### src/rtl/spram_arbiter_if.sv
// rtl/spram_arbiter_if.sv - requester-side bus of the spram arbiter
// Two request ports plus the shared read-response channel.
interface spram_arbiter_if #(
  parameter int ADDR_W = 8,
  parameter int DATA_W = 32
);
  logic              p0_req;
  logic              p0_we;
  logic [ADDR_W-1:0] p0_addr;
  logic [DATA_W-1:0] p0_wdata;
  logic              p0_gnt;

  logic              p1_req;
  logic              p1_we;
  logic [ADDR_W-1:0] p1_addr;
  logic [DATA_W-1:0] p1_wdata;
  logic              p1_gnt;

  logic              rsp_valid;
  logic              rsp_id;
  logic [DATA_W-1:0] rsp_rdata;

  modport master (
    output p0_req, p0_we, p0_addr, p0_wdata,
    output p1_req, p1_we, p1_addr, p1_wdata,
    input  p0_gnt, p1_gnt,
    input  rsp_valid, rsp_id, rsp_rdata
  );

  modport slave (
    input  p0_req, p0_we, p0_addr, p0_wdata,
    input  p1_req, p1_we, p1_addr, p1_wdata,
    output p0_gnt, p1_gnt,
    output rsp_valid, rsp_id, rsp_rdata
  );
endinterface

### src/rtl/spram_arbiter.sv
// rtl/spram_arbiter.sv - zero-fill sequencer and round-robin arbiter for one spram macro
// Sweeps the macro to zero after reset, then shares it between two requesters.
module spram_arbiter #(
  parameter int ADDR_W         = 8,
  parameter int DATA_W         = 32,
  parameter bit CLEAR_ON_RESET = 1'b1
) (
  input  logic              clk,
  input  logic              rst_n,
  spram_arbiter_if.slave    bus,
  output logic              init_done,
  output logic              ram_cen,
  output logic              ram_wen,
  output logic [ADDR_W-1:0] ram_a,
  output logic [DATA_W-1:0] ram_d,
  input  logic [DATA_W-1:0] ram_q
);

  typedef enum logic {ST_CLEAR, ST_ARB} state_e;

  localparam state_e            RESET_STATE = CLEAR_ON_RESET ? ST_CLEAR : ST_ARB;
  localparam logic [ADDR_W-1:0] LAST_ADDR   = '1;

  state_e            state_q;
  logic [ADDR_W-1:0] clr_cnt_q;
  logic              rr_ptr_q;
  logic              rsp_valid_q;
  logic              rsp_id_q;
  logic              init_done_q;

  logic gnt0, gnt1;

  // rr_ptr_q == 0 favours port 0 on contention; grants are gated by reset too.
  always_comb begin
    gnt0 = 1'b0;
    gnt1 = 1'b0;
    if (rst_n && state_q == ST_ARB) begin
      if (bus.p0_req && (!bus.p1_req || !rr_ptr_q)) begin
        gnt0 = 1'b1;
      end else if (bus.p1_req) begin
        gnt1 = 1'b1;
      end
    end
  end

  always_comb begin
    ram_cen = 1'b0;
    ram_wen = 1'b0;
    ram_a   = '0;
    ram_d   = '0;
    if (rst_n) begin
      if (state_q == ST_CLEAR) begin
        ram_cen = 1'b1;
        ram_wen = 1'b1;
        ram_a   = clr_cnt_q;
      end else if (gnt0) begin
        ram_cen = 1'b1;
        ram_wen = bus.p0_we;
        ram_a   = bus.p0_addr;
        ram_d   = bus.p0_wdata;
      end else if (gnt1) begin
        ram_cen = 1'b1;
        ram_wen = bus.p1_we;
        ram_a   = bus.p1_addr;
        ram_d   = bus.p1_wdata;
      end
    end
  end

  always_ff @(posedge clk or negedge rst_n) begin
    if (!rst_n) begin
      state_q     <= RESET_STATE;
      clr_cnt_q   <= '0;
      rr_ptr_q    <= 1'b0;
      rsp_valid_q <= 1'b0;
      rsp_id_q    <= 1'b0;
      init_done_q <= !CLEAR_ON_RESET;
    end else begin
      case (state_q)
        ST_CLEAR: begin
          clr_cnt_q <= clr_cnt_q + 1'b1;
          if (clr_cnt_q == LAST_ADDR) begin
            state_q     <= ST_ARB;
            init_done_q <= 1'b1;
          end
        end
        default: begin
          if (gnt0 || gnt1) begin
            rr_ptr_q <= gnt0;
          end
          // ram_q is valid the cycle after the access, so only the tag is registered.
          rsp_valid_q <= (gnt0 && !bus.p0_we) || (gnt1 && !bus.p1_we);
          if ((gnt0 && !bus.p0_we) || (gnt1 && !bus.p1_we)) begin
            rsp_id_q <= gnt1;
          end
        end
      endcase
    end
  end

  assign bus.p0_gnt    = gnt0;
  assign bus.p1_gnt    = gnt1;
  assign bus.rsp_valid = rsp_valid_q;
  assign bus.rsp_id    = rsp_id_q;
  assign bus.rsp_rdata = ram_q;
  assign init_done     = init_done_q;

endmodule

### src/flat_wrapper.sv
// flat-port wrapper written by rule: the top's interface ports become plain ports
module spram_arbiter_flat 
#(
  parameter int ADDR_W         = 8,
  parameter int DATA_W         = 32,
  parameter bit CLEAR_ON_RESET = 1'b1
)
  (clk, rst_n, init_done, ram_cen, ram_wen, ram_a, ram_d, ram_q, bus_p0_req, bus_p0_we, bus_p0_addr, bus_p0_wdata, bus_p1_req, bus_p1_we, bus_p1_addr, bus_p1_wdata, bus_p0_gnt, bus_p1_gnt, bus_rsp_valid, bus_rsp_id, bus_rsp_rdata);
  spram_arbiter_if #(.ADDR_W(ADDR_W), .DATA_W(DATA_W)) bus_i ();
  input  logic clk;
  input  logic rst_n;
  output logic init_done;
  output logic ram_cen;
  output logic ram_wen;
  output logic [ADDR_W-1:0] ram_a;
  output logic [DATA_W-1:0] ram_d;
  input  logic [DATA_W-1:0] ram_q;
  input wire logic [$bits(bus_i.p0_req)-1:0] bus_p0_req;
  input wire logic [$bits(bus_i.p0_we)-1:0] bus_p0_we;
  input wire logic [$bits(bus_i.p0_addr)-1:0] bus_p0_addr;
  input wire logic [$bits(bus_i.p0_wdata)-1:0] bus_p0_wdata;
  input wire logic [$bits(bus_i.p1_req)-1:0] bus_p1_req;
  input wire logic [$bits(bus_i.p1_we)-1:0] bus_p1_we;
  input wire logic [$bits(bus_i.p1_addr)-1:0] bus_p1_addr;
  input wire logic [$bits(bus_i.p1_wdata)-1:0] bus_p1_wdata;
  output wire logic [$bits(bus_i.p0_gnt)-1:0] bus_p0_gnt;
  output wire logic [$bits(bus_i.p1_gnt)-1:0] bus_p1_gnt;
  output wire logic [$bits(bus_i.rsp_valid)-1:0] bus_rsp_valid;
  output wire logic [$bits(bus_i.rsp_id)-1:0] bus_rsp_id;
  output wire logic [$bits(bus_i.rsp_rdata)-1:0] bus_rsp_rdata;
  assign bus_i.p0_req = bus_p0_req;
  assign bus_i.p0_we = bus_p0_we;
  assign bus_i.p0_addr = bus_p0_addr;
  assign bus_i.p0_wdata = bus_p0_wdata;
  assign bus_i.p1_req = bus_p1_req;
  assign bus_i.p1_we = bus_p1_we;
  assign bus_i.p1_addr = bus_p1_addr;
  assign bus_i.p1_wdata = bus_p1_wdata;
  assign bus_p0_gnt = bus_i.p0_gnt;
  assign bus_p1_gnt = bus_i.p1_gnt;
  assign bus_rsp_valid = bus_i.rsp_valid;
  assign bus_rsp_id = bus_i.rsp_id;
  assign bus_rsp_rdata = bus_i.rsp_rdata;
  spram_arbiter #(.ADDR_W(ADDR_W), .DATA_W(DATA_W), .CLEAR_ON_RESET(CLEAR_ON_RESET)) u_core (.clk(clk), .rst_n(rst_n), .bus(bus_i), .init_done(init_done), .ram_cen(ram_cen), .ram_wen(ram_wen), .ram_a(ram_a), .ram_d(ram_d), .ram_q(ram_q));
endmodule
### config.mk
export PLATFORM = sky130hd
export DESIGN_NAME = spram_arbiter_flat
export DESIGN_NICKNAME = d
export VERILOG_FILES = /design/src/rtl/spram_arbiter_if.sv /design/src/rtl/spram_arbiter.sv /design/src/flat_wrapper.sv
export SDC_FILE = /design/constraint.sdc
export NUM_CORES = 1
export LEC_CHECK = 0
export BUFFER_PORTS_ARGS = -buffer_cell sky130_fd_sc_hd__buf_4
export CORE_AREA = 3 3 74 76
export CTS_CLUSTER_DIAMETER = 30
export CTS_CLUSTER_SIZE = 14
export DETAILED_ROUTE_END_ITERATION = 12
export DIE_AREA = 0 0 77 79
export PLACE_DENSITY_LB_ADDON = 0.08
export SETUP_SLACK_MARGIN = 0.05
export SYNTH_ARGS = -nofsm -noshare
export SYNTH_HDL_FRONTEND = slang
export SYNTH_SLANG_ARGS = --single-unit
### constraint.sdc
create_clock -name clk -period 2.56 [get_ports clk]
set_clock_uncertainty 0.15 [all_clocks]
set_input_delay 0.384 -clock clk [delete_from_list [all_inputs] [get_ports clk]]
set_output_delay 0.384 -clock clk [all_outputs]
set_load 0.01 [all_outputs]
==> summary.md, run 1 <==
| Metric | Value |
|---|---|
| Clk sinks | 13 |
| Initial DRT Pass Iterations | 4 |
| # IOs | about 200 |
| Max FO, Critical Path | 33 |
| Run status | completed |
| CP delay by family, top | buffers and inverters |
| Cell area after synthesis | 0.00131 mm^2 |
| CTS tree | built |
| Via count | ~1,500 |
| Lkg Pwr | 1.14 nW |
| Largest net degree at the start of global routing | approximately 40 |
| Crit start category | flop |
| CP endpoint kind | output port |
| Die area | 0.00608 mm^2 |
| Wire per inst | approximately 18 um |
| Pre-CTS setup slack | between 0.3 and 0.4 ns |
| Slew Limit Fails | 0 |
| Resized Gates After CTS | 0 |
| Worst Tran Pin Value | 0.577 ns |
| HPWL after DPL | approximately 4500 um |
| Vias in the first global route | between 1,500 and 2,000 |
| Filler cells | roughly 470 |
| Htree depth | 1 |
| First-pass GRT wire length | about 8500 um |
| Hold depth | 2 |
| Area leader, netlist | dfrtp_1 |
| Critical path's slowest cell | dfrtp_1 |
| Syn Inst Count | around 150 |
| Starting density of the core | 0.274 |
| EDFF count, synth | 0 |
| Peak Freq | roughly 430 MHz |
| P&R area growth vs syn | 67.5% |
| Share of cells above drive strength 1 | 0.579 |
| Non-Filler Instances | 314 |
| Chip Width | slightly below 80 um |
| Max VDD drop | 0.262 mV |
| Antenna violations before repair | 0 |
| Post-synth ARST share | 1.00 |
| Number of max-cap violations | 0 |
| Hold Path Class | in2reg |
| Finished Core Util | 0.459 |
| Die Y | just under 80 um |
| RD Place Congestion | 0.813 |
| Routed Wire Length | about 5600 um |
| Starting DRC count in detailed routing | 51 |
| R2R setup slack | around 1.2 ns |
| Cell area after layout | 0.00220 mm^2 |
| Critical Path RT | 2.03 ns |
| Inst Count DP | ~310 |
| RSZ-0062 raised after global routing | false |
| PD cells | 236 mW/mm^2 |
| Total CTS buffers | 3 |
| Synth unique cells | 30 |
| Yosys warning total | 0 |
| Worst Hold Slack | between 0.15 and 0.2 ns |
| CP Cell Sequence | nand2b_1, nand3_1, inv_1, buf_4, a221o_1, buf_4 |
| Top post-synthesis cells by area | dfrtp_1, a22o_1, buf_4 |
| Min-delay src | bus_p1_we |
| Top cell type's share of synthesized area | 0.248 |
| Total core area | ~0.0048 mm^2 |
| Reg-to-Reg Start | u_core.state_q |
| PortBufs | 132 |
| Overall routing resource usage | 0.174 |
| PnR worst setup slack | 0.250 ns |
| Worst path max stage delay | between 0.4 and 0.5 ns |
| Setup violators final | 0 |
| Drt drc | 0 |
| Pwr Total | between 0.5 and 0.6 mW |
| Top post-synthesis cells by count | a22o_1, buf_4, dfrtp_1 |
| CP Class | reg2out |
| Buf/Inv on CP | 3 |
| Minimum clock period | approximately 2.3 ns |
| Final #Nets | 367 |
| Rows | 25 |
| Vias per cell | between 4 and 5 |
| Worst path arrival time | between 1.5 and 2 ns |
| Diodes inserted | 0 |
| Final hold vios | 0 |
| # hold bufs at CTS | 1 |
| Seq cells post-synth | 13 |
| Sequential share of the synthesized area | 0.248 |
| Syn_nets | around 270 |
| Worst slew margin | 0.614 |
| Deepest clock path buffer count | 2 |
| Worst skew pair latency | between 0.2 and 0.25 ns |
| Antenna-violating nets left | 0 |
| Placed Instance Area | 0.00214 mm^2 |
| RR Endpoint | u_core.clr_cnt_q[7] |
| Global route overflow | 0 |
| TNS Setup | 0 ns |
| Hold endpoint | u_core.bus.rsp_id |
| Post-CTS Setup Bufs | 0 |
| Cells on worst reg2reg path | 4 |
| CP most frequent cell | buf_4 |
| Syn avg cell area | roughly 9 um^2 |
| CTS root buffer | clkbuf_8 |
| Main synth FF type | dfrtp_1 |
| Clock transition at path regs | 0.05 ns |
| Final worst path period share | 0.902 |
[worst max-delay path by stage]
stage | to | cells past startpoint | startpoint
final | ram_a[6] | 6 | u_core.rr_ptr_q
after global routing | ram_a[6] | 6 | u_core.rr_ptr_q
after CTS | ram_a[6] | 6 | u_core.rr_ptr_q
after detailed placement | ram_a[6] | 7 | rst_n
after global placement | ram_a[6] | 7 | rst_n
after floorplan | ram_a[0] | 5 | rst_n
[flip-flops by register name, summed over array words and instances, names as in the netlist]
| register | cells |
|---|---|
| u_core.clr_cnt_q | 8 |
| u_core.bus.rsp_id | 1 |
| u_core.bus.rsp_valid | 1 |
| u_core.init_done | 1 |
| u_core.rr_ptr_q | 1 |
| u_core.state_q | 1 |
[layer usage]
metal	routed length [um]	share of wire	GRT usage	vias up
met5	0	0	0	-
met4	42	0.0075	0.0320	0
met3	581	0.10	0.0658	6
met2	2690	0.48	0.297	109
met1	2260	0.41	0.210	691
li1	-	-	-	713
[cell usage in the layout (no fill, tap or decap), drive strengths merged, types with 2 or more instances in the layout]
master | netlist | final
a21oi | 2 | 2
a221o | 7 | 7
a22o | 32 | 32
a31oi | 3 | 3
and2 | 8 | 8
buf | 41 | 137
clkbuf | 1 | 4
dfrtp | 13 | 13
inv | 3 | 3
nand2 | 4 | 4
nand2b | 3 | 3
nand3 | 4 | 4
nand4b | 2 | 2
nor2 | 5 | 5
xnor2 | 4 | 4
xor2 | 3 | 3
[report_power, final]
group | internal, mW | switching [mW]
Clock | 0.110 | 0.0727
Sequential | 0.206 | 0
Combinational | 0.0939 | 0.0369
[logic make-up (layout without fill, tap and decap cells)]
kind of cell               Yosys count  count (layout)  synth area share
AOI/OAI and AO/OA                   50              50             0.327
buffers and inverters               45             145             0.234
and+or+nand+nor                     30              30             0.126
DFF                                 13              13             0.248
xor gates and xnor gates             7               7            0.0468
adders and majority gates            1               1           0.00954
muxes                                1               1           0.00859
[layout make-up]
class	instances	area, um^2	area share
Tap cell	67	83.8	0.0382
Inverter	3	11.3	0.00513
Clock buffer	4	45.0	0.0205
Timing Repair Buffer	138	1050	0.479
Multi-Input combinational cell	89	679	0.309
Sequential cell	13	325	0.148
(Power assumes the default switching activity.)
==> run 2, diff against run 1 <==
- RECOVER_POWER: unset -> 100
==> summary.md, run 2 (synthesized netlist as in run 1, its figures left out) <==
| Metric | Value |
|---|---|
| Run status | completed (unchanged) |
| Non-Filler Instances | 314 (unchanged) |
| Commonest non-fill, non-tap cell in the layout | buf_4 (unchanged) |
| Setup violators final | 0 (unchanged) |
| Minimum clock period | 2.34 ns (was 2.31 ns) |
| Rows | 25 (unchanged) |
| Max VDD drop | 0.265 mV (was 0.262 mV) |
| PD cells | 246 mW/mm^2 (was 236 mW/mm^2) |
| Vias in the first global route | 1,542 (unchanged) |
| Buf/Inv on CP | 2 (was 3) |
| Pint | 0.407 mW (was 0.409 mW) |
| Hold Path Class | in2reg (unchanged) |
| Switching Share | 0.215 (was 0.211) |
| Clock transition at path regs | 0.06 ns (was 0.05 ns) |
| Number of max-cap violations | 0 (unchanged) |
| Starting density of the core | 0.274 (unchanged) |
| Top reg by flops | u_core.clr_cnt_q (unchanged) |
| Total CTS buffers | 3 (unchanged) |
| Starting DRC count in detailed routing | 53 (was 51) |
| Final #Nets | 367 (unchanged) |
| Total core area | 0.00479 mm^2 (unchanged) |
| Chip Width | 77 um (unchanged) |
| Wire per inst | 17.8 um (was 17.7 um) |
| Max FFs per register | 8 (unchanged) |
| Share of cells above drive strength 1 | 0.486 (was 0.579) |
| Routed Wire Length | 5590 um (was 5560 um) |
| Die area | 0.00608 mm^2 (unchanged) |
| Cell area after layout | 0.00211 mm^2 (was 0.00220 mm^2) |
| Lkg Pwr | 1.04 nW (was 1.14 nW) |
| P&R area growth vs syn | 60.9% (was 67.5%) |
| Post-CTS Setup Bufs | 0 (unchanged) |
| Largest net degree at the start of global routing | 41 (unchanged) |
| First-pass GRT wire length | 8490 um (unchanged) |
| NetSw | 0.112 mW (was 0.110 mW) |
| RSZ-0062 raised after global routing | false (unchanged) |
| Die Y | 79 um (unchanged) |
| Worst path arrival time | 1.80 ns (was 1.78 ns) |
| Resized Gates After CTS | 0 (unchanged) |
| Comb pwr share | 0.247 (was 0.252) |
| Crit start category | flop (unchanged) |
| Overall routing resource usage | 0.174 (unchanged) |
| Antenna-violating nets left | 0 (unchanged) |
| CTS root buffer | clkbuf_8 (unchanged) |
| Peak Freq | 428 MHz (was 433 MHz) |
| Htree depth | 1 (unchanged) |
| # IOs | 197 (unchanged) |
| CP Class | reg2out (unchanged) |
| CP delay by family, top | compound AO/OA/AOI/OAI gates (was buffers and inverters) |
| CP endpoint kind | output port (unchanged) |
| Worst path max stage delay | 0.40 ns (was 0.41 ns) |
| Cells on worst reg2reg path | 4 (unchanged) |
| Drt drc | 0 (unchanged) |
| Vias per cell | 4.86 (was 4.84) |
| Flop pwr share | 0.397 (was 0.396) |
| # hold bufs at CTS | 1 (unchanged) |
| Worst slew margin | 0.615 (was 0.614) |
| Worst skew pair latency | 0.24 ns (about the same) |
| Most frequent cells in the layout | buf_4, a22o_1, clkbuf_1 (was buf_4, a22o_1, dfrtp_1) |
| RD Place Congestion | 0.813 (unchanged) |
| Global route overflow | 0 (unchanged) |
| Slew Limit Fails | 0 (unchanged) |
| Worst Tran Pin Value | 0.576 ns (was 0.577 ns) |
| Inst Count DP | 309 (unchanged) |
| Final hold vios | 0 (unchanged) |
| Via count | 1,525 (was 1,519) |
| PortBufs | 132 (unchanged) |
| Critical path's slowest cell | dfrtp_1 (unchanged) |
| Max FO, Critical Path | 40 (was 33) |
| Critical path depth | 5 (was 6) |
| Hold depth | 2 (unchanged) |
| CTS tree | built (unchanged) |
| Clk sinks | 13 (unchanged) |
| Antenna violations before repair | 0 (unchanged) |
| TNS Setup | 0 ns (unchanged) |
| Worst Hold Slack | 0.179 ns (was 0.181 ns) |
| Critical Path RT | 2.03 ns (about the same) |
| Diodes inserted | 0 (unchanged) |
| CP Cell Sequence | a21boi_0, and2_1, buf_12, a22o_1, clkbuf_1 (was nand2b_1, nand3_1, inv_1, buf_4, a221o_1, buf_4) |
| Clk pwr share | 0.356 (was 0.352) |
| Deepest clock path buffer count | 2 (unchanged) |
| HPWL after DPL | 4550 um (unchanged) |
| Placed Instance Area | 0.00214 mm^2 (unchanged) |
| Initial DRT Pass Iterations | 4 (unchanged) |
| Final worst path period share | 0.913 (was 0.902) |
[run 2: cell types whose count changed in the layout (fill, tap and decap cells not counted), sizes merged]
cell	delta
buf	-22
clkbuf	+22
[run 2: path summary, 6_finish.rpt]
kind | endpoint | slack, ns | from
min in group asynchronous | u_core.clr_cnt_q[0] | 0.81 | rst_n
max in group asynchronous | u_core.clr_cnt_q[6] | 1.08 | rst_n
setup / recovery | ram_d[21] | 0.22 | u_core.rr_ptr_q
hold / removal | u_core.bus.rsp_id | 0.18 | bus_p1_we
setup reg to reg | u_core.clr_cnt_q[7] | 1.18 | u_core.state_q
hold reg to reg | u_core.init_done | 0.32 | u_core.init_done
[run 2: cell type report]
class,instances,area (um^2)
clock buffers,4,45.0
fillers,492,2680
inverters,3,11.3
multi-input cells,89,676
flip-flops and latches,13,325
well taps,67,83.8
repair buffers,138,968
[run 2: power by group through the flow]
stage | Clock [mW] | Combinational, mW | Sequential [mW]
6_report | 0.185 | 0.128 | 0.206
3_5_place_dp | 0 | 0.131 | 0.209
5_1_grt | 0.190 | 0.139 | 0.206
4_1_cts | 0.185 | 0.132 | 0.206
3_3_place_gp | 0 | 0.130 | 0.209
2_1_floorplan | 0 | 0.0648 | 0.209
[run 2: per-layer routing]
metal / vias up / track usage / routed length, um
li1: 714 / - / -
met1: 693 / 0.210 / 2260
met2: 111 / 0.297 / 2680
met3: 7 / 0.0658 / 611
met4: 0 / 0.0320 / 44
met5: - / 0 / 0
[run 2: per-stage QoR]
stage | total power [mW] | util | setup slack, ns
global placement | 0.339 | 0.447 | 0.415
floorplan | 0.274 | - | 0.709
global route | 0.534 | 0.441 | 0.0794
finish | 0.518 | 0.441 | 0.224
CTS | 0.523 | 0.459 | 0.251
detailed placement | 0.340 | 0.447 | 0.397
[run 2: worst reg2reg max path: stages (launching register included)]
cell	delay [ns]
dfrtp_1	0.37
buf_4	0.18
nand2b_1	0.20
nor3_1	0.25
xor2_1	0.16
==> run 3, diff against run 2 <==
- BUFFER_PORTS_ARGS: -buffer_cell sky130_fd_sc_hd__buf_4 -> unset
- CORE_AREA: 3 3 74 76 -> 3 3 75 77
- DIE_AREA: 0 0 77 79 -> 0 0 78 80
- DONT_BUFFER_PORTS: unset -> 1
==> summary.md, run 3 (synthesized netlist as in run 1, its figures left out) <==
| Metric | Value |
|---|---|
| Run status | completed (unchanged) |
| Largest net degree at the start of global routing | 41 (unchanged) |
| CTS tree | built (unchanged) |
| Hold endpoint | u_core.bus.rsp_id (unchanged) |
| P&R area growth vs syn | -10.2% (was 60.9%) |
| Top reg by flops | u_core.clr_cnt_q (unchanged) |
| Die area | 0.00624 mm^2 (was 0.00608 mm^2) |
| Global route overflow | 0 (unchanged) |
| Max VDD drop | 0.195 mV (was 0.265 mV) |
| Comb pwr share | 0.051 (was 0.247) |
| Pre-CTS setup slack | 0.533 ns (was 0.397 ns) |
| Crit start category | flop (unchanged) |
| Rows | 26 (was 25) |
| TNS Setup | 0 ns (unchanged) |
| Initial DRT Pass Iterations | 4 (unchanged) |
| Worst skew pair latency | 0.24 ns (about the same) |
| Clk sinks | 13 (unchanged) |
| RD Place Congestion | 0.754 (was 0.813) |
| Worst Hold Slack | 0.0793 ns (was 0.179 ns) |
| Chip Width | 78 um (was 77 um) |
| Worst slew margin | 0.595 (was 0.615) |
| Hold depth | 1 (was 2) |
| Flop pwr share | 0.506 (was 0.397) |
| Switching Share | 0.205 (was 0.215) |
| Die Y | 80 um (was 79 um) |
| Slew Limit Fails | 0 (unchanged) |
| CP delay by family, top | buffers and inverters (was compound AO/OA/AOI/OAI gates) |
| CP Cell Sequence | and2_0, nand3_1, inv_1, buf_4, a221o_1 (was a21boi_0, and2_1, buf_12, a22o_1, clkbuf_1) |
| CTS root buffer | clkbuf_8 (unchanged) |
| Final worst path period share | 0.896 (was 0.913) |
| Clock transition at path regs | 0.05 ns (was 0.06 ns) |
| NetSw | 0.0834 mW (was 0.112 mW) |
| Via count | 1,053 (was 1,525) |
| Pint | 0.323 mW (was 0.407 mW) |
| Min-delay src | bus_p1_we (unchanged) |
| Antenna-violating nets left | 0 (unchanged) |
| Drt drc | 0 (unchanged) |
| Commonest non-fill, non-tap cell in the layout | a22o_1 (was buf_4) |
| # IOs | 197 (unchanged) |
| Final hold vios | 0 (unchanged) |
| Filler cells | 577 (was 492) |
| Worst Tran Pin Value | 0.605 ns (was 0.576 ns) |
| Total core area | 0.00507 mm^2 (was 0.00479 mm^2) |
| PnR worst setup slack | 0.265 ns (was 0.224 ns) |
| Max FO, Critical Path | 40 (unchanged) |
| Vias in the first global route | 1,087 (was 1,542) |
| Pwr Total | 0.407 mW (was 0.518 mW) |
| R2R setup slack | 1.03 ns (was 1.18 ns) |
| RSZ-0062 raised after global routing | false (unchanged) |
| Setup violators final | 0 (unchanged) |
| Reg-to-Reg Start | u_core.state_q (unchanged) |
| Starting density of the core | 0.258 (was 0.274) |
| Worst path arrival time | 1.76 ns (was 1.80 ns) |
| Final #Nets | 233 (was 367) |
| Worst path max stage delay | 0.38 ns (was 0.40 ns) |
| Clk pwr share | 0.444 (was 0.356) |
| RR Endpoint | u_core.init_done (was u_core.clr_cnt_q[7]) |
| PD cells | 346 mW/mm^2 (was 246 mW/mm^2) |
| Peak Freq | 436 MHz (was 428 MHz) |
| Critical Path RT | 2.03 ns (about the same) |
| Minimum clock period | 2.29 ns (was 2.34 ns) |
| Vias per cell | 5.75 (was 4.86) |
| CP Class | reg2out (unchanged) |
| Wire per inst | 28.0 um (was 17.8 um) |
| Htree depth | 1 (unchanged) |
| Lkg Pwr | 0.457 nW (was 1.04 nW) |
| First-pass GRT wire length | 6890 um (was 8490 um) |
| Max FFs per register | 8 (unchanged) |
| Overall routing resource usage | 0.146 (was 0.174) |
| Routed Wire Length | 5130 um (was 5590 um) |
| Cells on worst reg2reg path | 4 (unchanged) |
| Hold Path Class | in2reg (unchanged) |
| PortBufs | 0 (was 132) |
| CP endpoint kind | output port (unchanged) |
| Share of cells above drive strength 1 | 0.0708 (was 0.486) |
| HPWL after DPL | 4160 um (was 4550 um) |
| Buf/Inv on CP | 2 (unchanged) |
| Diodes inserted | 0 (unchanged) |
| Number of max-cap violations | 0 (unchanged) |
| Total CTS buffers | 3 (unchanged) |
| Deepest clock path buffer count | 2 (unchanged) |
| Critical path's slowest cell | buf_4 (was dfrtp_1) |
| Most frequent cells in the layout | a22o_1, dfrtp_1, and2_1, a221o_1, nor2_1 (was buf_4, a22o_1, clkbuf_1) |
| Post-CTS Setup Bufs | 0 (unchanged) |
| Starting DRC count in detailed routing | 24 (was 53) |
| Antenna violations before repair | 0 (unchanged) |
==> run 3: worst reg2reg max path: stages, from the launching register on <==
cell      delay [ns]
dfrtp_1         0.33
clkbuf_1        0.42
nand2b_1        0.22
nor2_1          0.06
a31o_2          0.24
==> run 3: repair_timing <==
item / in CTS / in global routing
hold buffers: 1 / 0
resized for setup: 0 / 0
hold endpoints to repair: 13 / 0
==> run 3: area by class of cell <==
class / instances / area, um^2 / share of cell area
multi-input combinational: 89 / 679 / 0.577
sequential: 13 / 325 / 0.276
tap: 70 / 87.6 / 0.0744
timing repair buffer: 4 / 28.8 / 0.0244
clock buffer: 4 / 45.0 / 0.0383
inverter: 3 / 11.3 / 0.00956
==> run 3: stage by stage <==
stage / util / area [um^2] / std cells
2_1_floorplan: - / 1310 / 147
3_3_place_gp: 0.222 / 1130 / 178
6_report: 0.232 / 1180 / 183
5_1_grt: 0.232 / 1180 / 183
4_1_cts: 0.233 / 1180 / 183
3_5_place_dp: 0.222 / 1130 / 178
==> run 3: worst max path at each step <==
stage / slack (ns) / depth (start not counted) / startpoint / end
2_1_floorplan: 0.71 / 5 / rst_n / ram_a[0]
3_3_place_gp: 0.53 / 4 / u_core.rr_ptr_q / ram_a[7]
3_5_place_dp: 0.53 / 5 / rst_n / ram_a[7]
4_1_cts: 0.31 / 4 / u_core.rr_ptr_q / ram_a[7]
5_1_grt: 0.10 / 5 / u_core.state_q / ram_a[7]
6_report: 0.27 / 5 / u_core.state_q / ram_a[7]
==> run 3: power groups by stage <==
stage / logic, mW / clock network (mW) / registers [mW]
2_1_floorplan: 0.0648 / 0 / 0.209
3_3_place_gp: 0.0161 / 0 / 0.209
3_5_place_dp: 0.0158 / 0 / 0.209
4_1_cts: 0.0211 / 0.183 / 0.206
5_1_grt: 0.0231 / 0.192 / 0.206
6_report: 0.0206 / 0.181 / 0.206
==> run 3: per-layer routing <==
| metal | routed length [um] | global-route usage | vias to the layer above |
|---|---|---|---|
| li1 | - | - | 447 |
| met1 | 2070 | 0.187 | 499 |
| met3 | 775 | 0.0790 | 2 |
| met4 | 14 | 0.0210 | 0 |
| met2 | 2270 | 0.219 | 105 |
| met5 | 0 | 0 | - |
